**src/rtl/gsm_msg_scheduler.sv**
```systemverilog
// gsm_msg_scheduler: shares one GSM transmitter among three message sources.
// Requests are single-cycle pulses with a payload snapshot (latest wins per source).
// Pending sources are granted by fixed priority (2 > 1 > 0). Each SMS goes through
// send / wait-for-ack with nack and timeout retries. A minimum idle gap follows
// every completed or dropped message.
// Ports:
//   clk, reset              clock (rising edge), asynchronous active-high reset
//   req[2:0], req_data      request pulses and per-source payload slices
//   gsm_busy/ack/nack       modem status inputs
//   gsm_send                one-cycle transmit strobe
//   gsm_payload, gsm_tag    payload and source id of the current message
//   done, fail              one-cycle completion / drop pulses
//   pending[2:0]            per-source pending flags
module gsm_msg_scheduler #(
    parameter int unsigned DATA_W    = 16,
    parameter int unsigned RETRY_MAX = 3,
    parameter int unsigned TIMEOUT   = 64,
    parameter int unsigned MIN_GAP   = 8
) (
    input  logic                  clk,
    input  logic                  reset,
    input  logic [2:0]            req,
    input  logic [3*DATA_W-1:0]   req_data,
    input  logic                  gsm_busy,
    input  logic                  gsm_ack,
    input  logic                  gsm_nack,
    output logic                  gsm_send,
    output logic [DATA_W-1:0]     gsm_payload,
    output logic [1:0]            gsm_tag,
    output logic                  done,
    output logic                  fail,
    output logic [2:0]            pending
);

    localparam int unsigned TMO_W = $clog2(TIMEOUT + 1);
    localparam int unsigned ATT_W = (RETRY_MAX > 0) ? $clog2(RETRY_MAX + 1) : 1;
    // Gap counter only ever holds MIN_GAP-1 down to 0.
    localparam int unsigned GAP_W = (MIN_GAP > 1) ? $clog2(MIN_GAP) : 1;

    typedef enum logic [1:0] {
        S_IDLE     = 2'd0,
        S_SEND     = 2'd1,
        S_WAIT_ACK = 2'd2,
        S_GAP      = 2'd3
    } state_t;

    state_t              state_q, state_d;
    logic [2:0]          pending_q, pending_d;
    logic [DATA_W-1:0]   data_q [3];
    logic [DATA_W-1:0]   data_d [3];
    logic [DATA_W-1:0]   payload_q, payload_d;
    logic [1:0]          tag_q, tag_d;
    logic                send_q, send_d;
    logic                done_q, done_d;
    logic                fail_q, fail_d;
    logic [TMO_W-1:0]    tmo_q, tmo_d;
    logic [ATT_W-1:0]    att_q, att_d;
    logic [GAP_W-1:0]    gap_q, gap_d;
    logic [1:0]          grant_idx;
    logic [DATA_W-1:0]   grant_data;

    // Next-state, capture and output logic.
    always_comb begin
        state_d    = state_q;
        pending_d  = pending_q;
        data_d     = data_q;
        payload_d  = payload_q;
        tag_d      = tag_q;
        send_d     = 1'b0;
        done_d     = 1'b0;
        fail_d     = 1'b0;
        tmo_d      = tmo_q;
        att_d      = att_q;
        gap_d      = gap_q;
        grant_idx  = 2'd0;
        grant_data = data_q[0];

        if (pending_q[2]) begin
            grant_idx  = 2'd2;
            grant_data = data_q[2];
        end else if (pending_q[1]) begin
            grant_idx  = 2'd1;
            grant_data = data_q[1];
        end

        case (state_q)
            S_IDLE: begin
                if ((|pending_q) && !gsm_busy) begin
                    payload_d            = grant_data;
                    tag_d                = grant_idx;
                    pending_d[grant_idx] = 1'b0;
                    att_d                = '0;
                    send_d               = 1'b1;
                    state_d              = S_SEND;
                end
            end
            S_SEND: begin
                // Send-to-resend period is TIMEOUT cycles: TIMEOUT-1 of them in WAIT_ACK.
                tmo_d   = TMO_W'(TIMEOUT - 1);
                state_d = S_WAIT_ACK;
            end
            S_WAIT_ACK: begin
                tmo_d = (tmo_q != '0) ? (tmo_q - TMO_W'(1)) : '0;
                if (gsm_ack) begin
                    done_d  = 1'b1;
                    gap_d   = GAP_W'(MIN_GAP - 1);
                    state_d = S_GAP;
                end else if (gsm_nack || (tmo_q <= TMO_W'(1))) begin
                    if (att_q < ATT_W'(RETRY_MAX)) begin
                        att_d   = att_q + ATT_W'(1);
                        send_d  = 1'b1;
                        state_d = S_SEND;
                    end else begin
                        fail_d  = 1'b1;
                        gap_d   = GAP_W'(MIN_GAP - 1);
                        state_d = S_GAP;
                    end
                end
            end
            S_GAP: begin
                if (gap_q == '0) begin
                    state_d = S_IDLE;
                end else begin
                    gap_d = gap_q - GAP_W'(1);
                end
            end
            default: state_d = S_IDLE;
        endcase

        // A new request overrides the grant clear so a same-edge repeat stays pending.
        for (int i = 0; i < 3; i++) begin
            if (req[i]) begin
                pending_d[i] = 1'b1;
                data_d[i]    = req_data[i*DATA_W +: DATA_W];
            end
        end
    end

    // State and output registers.
    always_ff @(posedge clk or posedge reset) begin
        if (reset) begin
            state_q   <= S_IDLE;
            pending_q <= '0;
            for (int i = 0; i < 3; i++) begin
                data_q[i] <= '0;
            end
            payload_q <= '0;
            tag_q     <= '0;
            send_q    <= 1'b0;
            done_q    <= 1'b0;
            fail_q    <= 1'b0;
            tmo_q     <= '0;
            att_q     <= '0;
            gap_q     <= '0;
        end else begin
            state_q   <= state_d;
            pending_q <= pending_d;
            data_q    <= data_d;
            payload_q <= payload_d;
            tag_q     <= tag_d;
            send_q    <= send_d;
            done_q    <= done_d;
            fail_q    <= fail_d;
            tmo_q     <= tmo_d;
            att_q     <= att_d;
            gap_q     <= gap_d;
        end
    end

    assign gsm_send    = send_q;
    assign gsm_payload = payload_q;
    assign gsm_tag     = tag_q;
    assign done        = done_q;
    assign fail        = fail_q;
    assign pending     = pending_q;

endmodule
```
**config.mk**
```make
export PLATFORM = sky130hd
export DESIGN_NAME = gsm_msg_scheduler
export DESIGN_NICKNAME = d
export VERILOG_FILES = /design/src/rtl/gsm_msg_scheduler.sv
export SDC_FILE = /design/constraint.sdc
export NUM_CORES = 1
export LEC_CHECK = 0
export ABC_AREA = 1
export CORE_UTILIZATION = 50
export DETAILED_ROUTE_END_ITERATION = 10
export GPL_ROUTABILITY_DRIVEN = 0
export GPL_TIMING_DRIVEN = 0
export MAX_ROUTING_LAYER = met4
export PLACE_DENSITY_LB_ADDON = 0.12
export SLEW_MARGIN = 20
export SYNTH_ARGS = -nofsm -noshare
export SYNTH_HDL_FRONTEND = slang
export SYNTH_SLANG_ARGS = --single-unit
```
**constraint.sdc**
```tcl
create_clock -name clk -period 3.4 [get_ports clk]
set_clock_uncertainty 0.15 [all_clocks]
set_input_delay 0.34 -clock clk [delete_from_list [all_inputs] [get_ports clk]]
set_output_delay 0.34 -clock clk [all_outputs]
set_load 0.005 [all_outputs]
```
==> flow_summary.yaml, run 1 <==
clock_tree:
  clock_sinks: 86
  clk-insertion-delay-late_ns: 0.34
  cts_resized: 0
  cts_tree: "built"
  post-cts-setup-buffers: 0
  cts_hold_buf: 0
  cts_max_path_buffers: 2
  cts.htree.levels: 3
  root_buffer: "clkbuf_8"
  cts.reportedPaths.clkPinSlew_ns: 0.08
  cts_made_buffers: 9
synth:
  ys_seq_area_frac: 0.5603
  async_reset_ff_frac: 1.000
  post-synth-top-area-cell: "dfrtp_1"
  synthesis.nets: 511
  synth_seq_cells: 86
  yosys-top-cells-area: "dfrtp_1 (56%), nand2_1 (13%), o21ai_0 (6.3%)"
  ys.flop_type: "dfrtp_1"
  synthDistinctLibCells: 30
  syn_area_um2: 3841
  yosysTopAreaCellShare: 0.5603
  synthCells: 446
  yosys_warnings: 0
  synth_edf_count: 0
  avgSynthCellArea_um2: 8.613
worst_setup_path:
  cp_max_fo: 4
  worstSetupStartpointType: "flop"
  crit_required_ns: 2.91
  end_kind: "output port"
  r2r_start: "state_q[0]$_DFFE_PP0P_"
  reg2reg_depth: 8
  r2r_setup_slack_ns: 1.58
  regToRegEndpoint: "gap_q[0]$_DFFE_PP0P_"
  arrival_ns: 1.37
  crit_type: "flop to output port"
drt:
  route.vias.total: 3246
  drt_iter0_markers: 172
  wirelength_mm: 8.806
  wl_per_cell_um: 13.78
  drt_pass1_iterations: 4
  via_per_inst: 5.080
  drc_errors: 0
  antenna_left: 0
job:
  maxCapViolCount: 0
status:
  outcome: "complete, no violations"
power:
  irDropWorstVdd_mv: 0.3263
  power_density_nw_per_um2: 610.4
  p_leak_nw: 2.431
  p_total_mw: 3.032
floorplanning:
  core_area_um2: 7331
  die_h_um: 89.65
  start_util: 0.5240
  die_width_um: 89.65
  rows: 31
  die_area_um2: 8037
  io_pins: 80
finish:
  diodes: 0
  area_delta_synth_final_pct: 29.32
  utilization: 0.6776
  stdcell_count: 639
  fin_nets: 600
  drive_gt1_frac: 0.05926
place:
  numPortBuffers: 77
  dp_slack_ns: 1.573
  dp_hpwl_mm: 6.715
  placed_cells: 623
sta:
  setup_viol: 0
  slew_violations: 0
  layout_setup_ws_ns: 1.537
  grt_setup_unrepaired: "no"
  hold_viol: 0
  timing.final.crit_share: 0.5479
  worst_pin_slew_ns: 0.5150
  fmax_ghz: 0.5368
  maxSlewHeadroom: 0.6566
  fin_crit_ns: 1.863
grt:
  grt_overflow: 0
  antenna_found_initial: 0
  grt_max_degree: 49
  grt_pass1_wl_mm: 14.50
  grt_use_total: 0.2497
  grt_pass1_vias: 3111
worst_hold_path:
  whs_path_depth: 2
  min_from: "req[1]"
  whs_endpoint: "data_q[30]$_DFFE_PP0P_"
  hold_path_class: "input port to flop"
==> registers in the layout (all words and copies together) (netlist names) <==
name and count:
gsm_tag 2, fail 1, pending 3, gsm_payload 16, gsm_send 1, data_q 48
done 1, state_q 2, gap_q 3, tmo_q 7, att_q 2
==> placed cells by master (no fill, tap or decap) <==
master,Yosys,final
nand3b_2,1,1
nand4_1,3,3
nor3b_1,1,1
buf_2,1,1
nand2_2,2,2
clkbuf_8,0,11
nand3_4,1,1
ha_1,9,9
o21ai_0,48,48
nand3_1,14,14
mux2_2,1,1
clkbuf_2,1,1
clkdlybuf4s50_1,0,77
bufinv_16,0,1
a21oi_1,24,24
o21ai_1,5,5
nor2_2,3,3
o22ai_1,15,15
clkinvlp_4,0,1
inv_2,1,1
clkinv_1,2,2
nor3_1,1,1
dfrtp_1,86,86
o21bai_1,2,2
inv_1,59,58
nand2_4,1,1
nand3b_1,1,1
clkinv_2,0,1
inv_4,1,2
nor2_1,8,8
buf_4,3,3
clkbuf_1,9,11
o21a_1,1,1
a22oi_1,4,4
buf_16,0,1
nand2_1,138,138
==> where the power goes <==
part | total [mW] | switching (mW) | internal (mW)
combinational | 0.964 | 0.506 | 0.459
sequential | 1.34 | 0.117 | 1.22
clock | 0.732 | 0.352 | 0.380
==> layer usage <==
layer,vias to the layer above,GRT usage,share of wire
li1,1603,-,-
met1,1572,0.3259,0.45
met2,64,0.4077,0.50
met3,7,0.04388,0.037
met4,0,0.06205,0.010
met5,-,-,0
==> synth_stat cells (2+ instances only) <==
master,number
o21ai_1,5
a22oi_1,4
o21bai_1,2
nand4_1,3
inv_1,59
nand2_2,2
nand3_1,14
nand2_1,138
o22ai_1,15
a21oi_1,24
clkinv_1,2
o21ai_0,48
buf_4,3
ha_1,9
nor2_2,3
dfrtp_1,86
clkbuf_1,9
nor2_1,8
==> stage by stage <==
| stage | area, µm² | hold slack (ns) | TNS (ns) |
|---|---|---|---|
| after detailed placement | 4766 | 0.3090 | 0 |
| after global placement | 4736 | 0.3044 | -55.70 |
| after floorplan | 3841 | 0.2897 | 0 |
| after global routing | 4967 | 0.2100 | 0 |
| after CTS | 4967 | 0.1987 | 0 |
| final | 4967 | 0.1997 | 0 |
==> worst max-delay path, stage by stage, from the launching register on <==
cell             delay, ns
dfrtp_1               0.42
buf_4                 0.13
clkdlybuf4s50_1       0.48
==> worst max-delay path by stage <==
stage / slack (ns) / from / to / cells after the start
2_1_floorplan: 0.69 / reset / att_q[0]$_DFFE_PP0P_ / 1
3_3_place_gp: -0.65 / reset / data_q[16]$_DFFE_PP0P_ / 2
3_5_place_dp: 1.57 / gsm_ack / gap_q[0]$_DFFE_PP0P_ / 8
4_1_cts: 1.53 / pending[2]$_DFFE_PP0P_ / pending[2] / 2
5_1_grt: 1.46 / state_q[0]$_DFFE_PP0P_ / gap_q[0]$_DFFE_PP0P_ / 8
6_report: 1.54 / pending[2]$_DFFE_PP0P_ / pending[2] / 2
==> logic make-up after synthesis <==
logic type               synth area share
AND/OR/NAND/NOR                    0.1896
AO/OA/AOI/OAI                      0.1384
flip-flops                         0.5603
buffers and inverters             0.07948
adder cells (fa/ha/maj)           0.02932
multiplexers                     0.002931
==> area by class of cell <==
type / instances / area (µm²)
fill: 620 / 2364
sequential: 86 / 2152
multi-input combinational: 283 / 1384
timing repair buffer: 78 / 798.3
inverter: 63 / 241.5
clock buffer: 13 / 158.9
tap: 99 / 123.9
buffer: 14 / 66.31
clock inverter: 3 / 42.54
Note: power is estimated with default switching activity, not from simulation.
==> inputs of run 2 (changes only) <==
--- a/config.mk
+++ b/config.mk
@@ -6,7 +6,7 @@
 export NUM_CORES = 1
 export LEC_CHECK = 0
 export ABC_AREA = 1
-export CORE_UTILIZATION = 50
+export CORE_UTILIZATION = 46
 export DETAILED_ROUTE_END_ITERATION = 10
 export GPL_ROUTABILITY_DRIVEN = 0
 export GPL_TIMING_DRIVEN = 0
==> constraint.sdc (replaced) <==
create_clock -name clk -period 1.6 [get_ports clk]
set_clock_uncertainty 0.15 [all_clocks]
set_input_delay 0.16 -clock clk [delete_from_list [all_inputs] [get_ports clk]]
set_output_delay 0.16 -clock clk [all_outputs]
set_load 0.005 [all_outputs]
==> run 2 against run 1 <==
Wire length rose by 2.9%. Combinational power rose by 130%. Global-route usage fell by 1.8 points. Non-clock buffer count rose by 4. Die area rose by 8.5%. Sequential share of layout area fell by 1.3 points. Hold slack got worse by 0.18 ns. Highest routed layer unchanged.
==> flow_summary.yaml, run 2 (synthesis gave the netlist of run 1 again) <==
status:
  outcome: "complete, no violations"
sta:
  setup_viol: 0
  hold_viol: 0
  fmax_ghz: 0.6275
  setup_tns_ns: 0
  maxSlewHeadroom: 0.6458
  worst_pin_slew_ns: 0.5302
  timing.final.crit_share: 0.9960
  grt_setup_unrepaired: "yes"
  slew_violations: 0
  fin_crit_ns: 1.594
floorplanning:
  die_h_um: 93.38
  die_width_um: 93.38
  core_area_um2: 7888
  rows: 32
  die_area_um2: 8720
  io_pins: 80
  start_util: 0.4870
drt:
  wl_per_cell_um: 14.03
  drc_errors: 0
  via_per_inst: 5.031
  drt_pass1_iterations: 4
  route.vias.total: 3250
  antenna_left: 0
  drt_iter0_markers: 161
  wirelength_mm: 9.061
place:
  placement.cell_area_um2: 4783
  dp_hpwl_mm: 6.746
  numPortBuffers: 77
worst_setup_path:
  crit_required_ns: 1.73
  worstSetupStartpointType: "flop"
  critPathBufInv: 1
  path_delay_family: "compound AO/OA/AOI/OAI gates"
  path_cells: "nor2_4, inv_1, o22ai_1, a21oi_1, o21ai_0"
  max_stage_delay_ns: 0.46
  critPathSlowestCell: "dfrtp_2"
  crit_type: "flop to flop"
  cp_max_fo: 8
  end_kind: "flop"
  arrival_ns: 1.72
clock_tree:
  clock_sinks: 86
  cts_tree: "built"
  cts.htree.levels: 3
  cts_max_path_buffers: 2
  cts_made_buffers: 9
  clk-insertion-delay-late_ns: 0.36
  root_buffer: "clkbuf_8"
  cts.reportedPaths.clkPinSlew_ns: 0.09
grt:
  grt_use_total: 0.2317
  antenna_found_initial: 0
  grt_pass1_vias: 3204
  grt_max_degree: 35
  grt_pass1_wl_mm: 15.10
  grt_overflow: 0
finish:
  postLayoutCellArea_um2: 5130
  final_common_cell: "nand2_1"
  diodes: 0
  drive_gt1_frac: 0.1103
  fin_nets: 604
  largest_reg_flops: 48
  regMostFlops: "data_q"
  area_delta_synth_final_pct: 33.55
  final_cell_mix: "nand2_1 (135), dfrtp_1 (83), clkdlybuf4s50_1 (73), inv_1 (54), o21ai_0 (48)"
power:
  power_density_nw_per_um2: 1291
  irDropWorstVdd_mv: 0.5360
  p_leak_nw: 2.482
job:
  maxCapViolCount: 0
worst_hold_path:
  hold_path_class: "input port to flop"
==> run 2: report_power, final <==
group | total [mW] | leakage, nW | switching, mW | internal [mW]
Clock | 1.53 | 0.102 | 0.774 | 0.759
Combinational | 2.23 | 1.35 | 1.16 | 1.08
Sequential | 2.86 | 1.03 | 0.262 | 2.59
==> run 2: repair_timing <==
item                       4_1_cts  5_1_grt
setup buffers                    2        1
hold buffers                     0        0
gates resized for setup         12       25
setup endpoints to repair       32       29
hold endpoints to repair         0        0
pin swaps                        0        0
==> run 2: through the flow <==
step	setup WS, ns	power (mW)	hold WS, ns	cells	utilization
after floorplan	0.1002	3.977	0.1097	446	-
after global placement	-0.6534	4.857	0.3045	625	0.6014
after detailed placement	-0.1476	4.945	0.3086	627	0.6064
after CTS	0.003528	6.498	0.01513	645	0.6372
after global routing	-0.06337	7.054	0.01796	646	0.6504
final	0.006330	6.622	0.02409	646	0.6504
==> run 2: layout make-up <==
cell class	instances	area, µm²
Fill cell	689	2758
Sequential cell	86	2156
Multi-Input combinational cell	283	1498
Timing Repair Buffer	82	835.8
Inverter	63	245.2
Clock buffer	10	137.6
Tap cell	102	127.6
Buffer	14	68.82
Clock inverter	6	61.31
==> run 2: path summary, 6_finish.rpt <==
path / start / to / slack [ns] / depth (start not counted)
max: pending[2]$_DFFE_PP0P_ / gsm_payload[12]$_DFFE_PP0P_ / 0.006 / 5
min: req[1] / data_q[27]$_DFFE_PP0P_ / 0.02 / 2
max reg2reg: pending[2]$_DFFE_PP0P_ / gsm_payload[12]$_DFFE_PP0P_ / 0.006 / 5
min reg2reg: data_q[19]$_DFFE_PP0P_ / data_q[19]$_DFFE_PP0P_ / 0.33 / 2
max in group asynchronous: reset / data_q[19]$_DFFE_PP0P_ / 0.49 / 4
min in group asynchronous: reset / tmo_q[4]$_DFFE_PP0P_ / 0.04 / 2
==> run 2: per-layer routing <==
metal | wire length [µm] | vias up | track usage
li1 | - | 1610 | -
met1 | 4144 | 1565 | 0.3006
met2 | 4499 | 68 | 0.3689
met3 | 314 | 7 | 0.04878
met4 | 102 | 0 | 0.06795
met5 | 0 | - | -
==> RTL change (config.mk and constraints of run 2) <==
The parameter `TIMEOUT` goes from 64 to 32.
--- a/src/rtl/gsm_msg_scheduler.sv
+++ b/src/rtl/gsm_msg_scheduler.sv
@@ -14,7 +14,7 @@
 module gsm_msg_scheduler #(
     parameter int unsigned DATA_W    = 16,
     parameter int unsigned RETRY_MAX = 3,
-    parameter int unsigned TIMEOUT   = 64,
+    parameter int unsigned TIMEOUT   = 32,
     parameter int unsigned MIN_GAP   = 8
 ) (
     input  logic                  clk,
Behaviour: no difference found for any inputs over 10 cycles, from zero or initial values and one cycle with reset high; that may be too few to reach the edited logic, so the function may still have changed.
==> RTL change against run 2 <==
The run now ends with setup timing left. Global-route usage grew 0.79 points. Sequential share of layout area shrank 1.5 points. Routed wire length increased by 6.5%. Area after synthesis about the same. Power increased by 6.0%. Synthesized cell count increased by 0.22%. Worst setup slack got worse by 22 ps. Highest routed layer unchanged. Non-clock buffer count increased by 18. Critical path type unchanged. Sequential cell count is 1 lower. Final area is 2.5% higher.
==> RTL change: results (changes against run 2) <==
[run_status]
status = finished with violations
violations = setup timing

[critical_path]
critPathMaxStageDelay_ps = 430  ; -30 ps
path_delay_family = simple AND/OR/NAND/NOR gates
crit_path_max_fanout = 4  ; -4
slowest_stage = dfrtp_1

[cts]
cts_buffer_depth = 2  ; unchanged
htreeDepth = 3  ; unchanged

[finish]
fillers = 652  ; -5.4%
regMostFlops = data_q
largest_reg_flops = 48  ; unchanged
layout-drive-gt1-share = 0.1393  ; +0.02899
instances_no_fill = 662  ; +2.5%
layout.nets = 621  ; +2.8%

[timing]
setup_slack_ps = -15.69  ; -22.02 ps
setup_viol = 3  ; +3
fin_setup_tns_ps = -18.15  ; -18.15 ps
worstMarginPinSlew_ps = 646.3  ; +116.1 ps

[synth]
seq_area_frac_synth = 0.5539  ; -0.006334
syn_inst = 447  ; +0.22%
yosys_warnings = 0  ; unchanged
synth_common_cells = 147 x nand2_1, 85 x dfrtp_1, 58 x inv_1, 56 x o21ai_0, 18 x a21oi_1
syn_nets = 512  ; +0.20%
synth.distinct_cells = 32  ; +6.7%
synth_area_leaders = dfrtp_1 55%, nand2_1 14%, o21ai_0 7.3%, inv_1 5.7%, ha_1 2.9%

[power_and_ir_drop]
seqPwrFrac = 0.403  ; -0.028
leakage_nw = 2.552  ; +2.8%
clockPowerShare = 0.239  ; +0.008
netSwitchingPower_mw = 2.302  ; +5.0%
pwr_density_cell_mw_per_mm2 = 1335  ; +3.4%
irDropWorstVdd_v = 0.0006760  ; +26%

[placed_design]
hpwl_microns = 6709  ; -0.54%
io_buffers = 78  ; +1.3%
placed_cells = 629  ; +0.32%
placed_area_sq_mm = 0.004792  ; +0.18%
place_ws_ps = -167.7  ; -20.03 ps

[drt]
wl_met3_microns = 453  ; +44%
met1Wirelength_microns = 4200  ; +1.4%
top_layer_used = met4
wl_met2_microns = 4800  ; +6.7%
routed_wl_microns = 9646  ; +6.5%
via_per_inst = 5.009  ; -0.44%
drtIter0Drc = 207  ; +29%

[global_route]
grt_pass1_vias = 3226  ; +0.69%
met2_usage = 0.3848  ; +0.01593
antenna_found_initial = 0  ; unchanged
grt_max_degree = 31  ; -11%
grt_pass1_wl_microns = 15390  ; +2.0%
met3_usage = 0.03252  ; -0.01626
track_usage = 0.2395  ; +0.007886
use_met1 = 0.3113  ; +0.01065

[hold_path]
hold_class = input pin to async pin

RTL change: layout make-up:
cell class / instances / area, sq um / share of cell area
multi-input cells: 285 / 1499 / 0.2852
clock inverters: 4 / 72.57 / 0.01381
flip-flops and latches: 85 / 2128 / 0.4049
well taps: 102 / 127.6 / 0.02428
plain buffers: 16 / 86.33 / 0.01642
inverters: 61 / 240.2 / 0.04570
repair buffers: 98 / 960.9 / 0.1828
clock buffers: 11 / 141.4 / 0.02690
RTL change: cells by family after synthesis:
group / count (synthesis) / share of synthesized area
AO/OA/AOI/OAI: 94 / 0.1326
XOR/XNOR: 1 / 0.002281
adder cells (fa/ha/maj): 9 / 0.02933
buffers and inverters: 77 / 0.08146
flip-flops: 85 / 0.5539
multiplexers: 1 / 0.002932
AND/OR/NAND/NOR: 180 / 0.1975
RTL change: what timing repair did:
action | CTS | global route
gates resized for setup | 15 | 26
hold endpoints to repair | 0 | 0
setup buffers | 5 | 13
pin swaps | 1 | 8
endpoints found under the setup margin | 17 | 23
RTL change: final timing paths:
check,start,end,slack [ps],cells past startpoint
max reg2reg,state_q[0],gap_q[2],-20,8
min reg2reg,gap_q[1],gap_q[1],320,2
max in group asynchronous,reset,data_q[7],650,3
min in group clk,req[0],data_q[34],110,2
max,state_q[0],gap_q[2],-20,8
min,reset,gsm_payload[0],90,2
RTL change: worst reg2reg max path, stage by stage, from the launching register on:
cell and delay [ps]:
dfrtp_1 430, inv_2 100, ha_4 160, inv_4 50, or2_4 240, a21oi_4 170
nand2_2 90, nand2_1 70, nand2_1 50
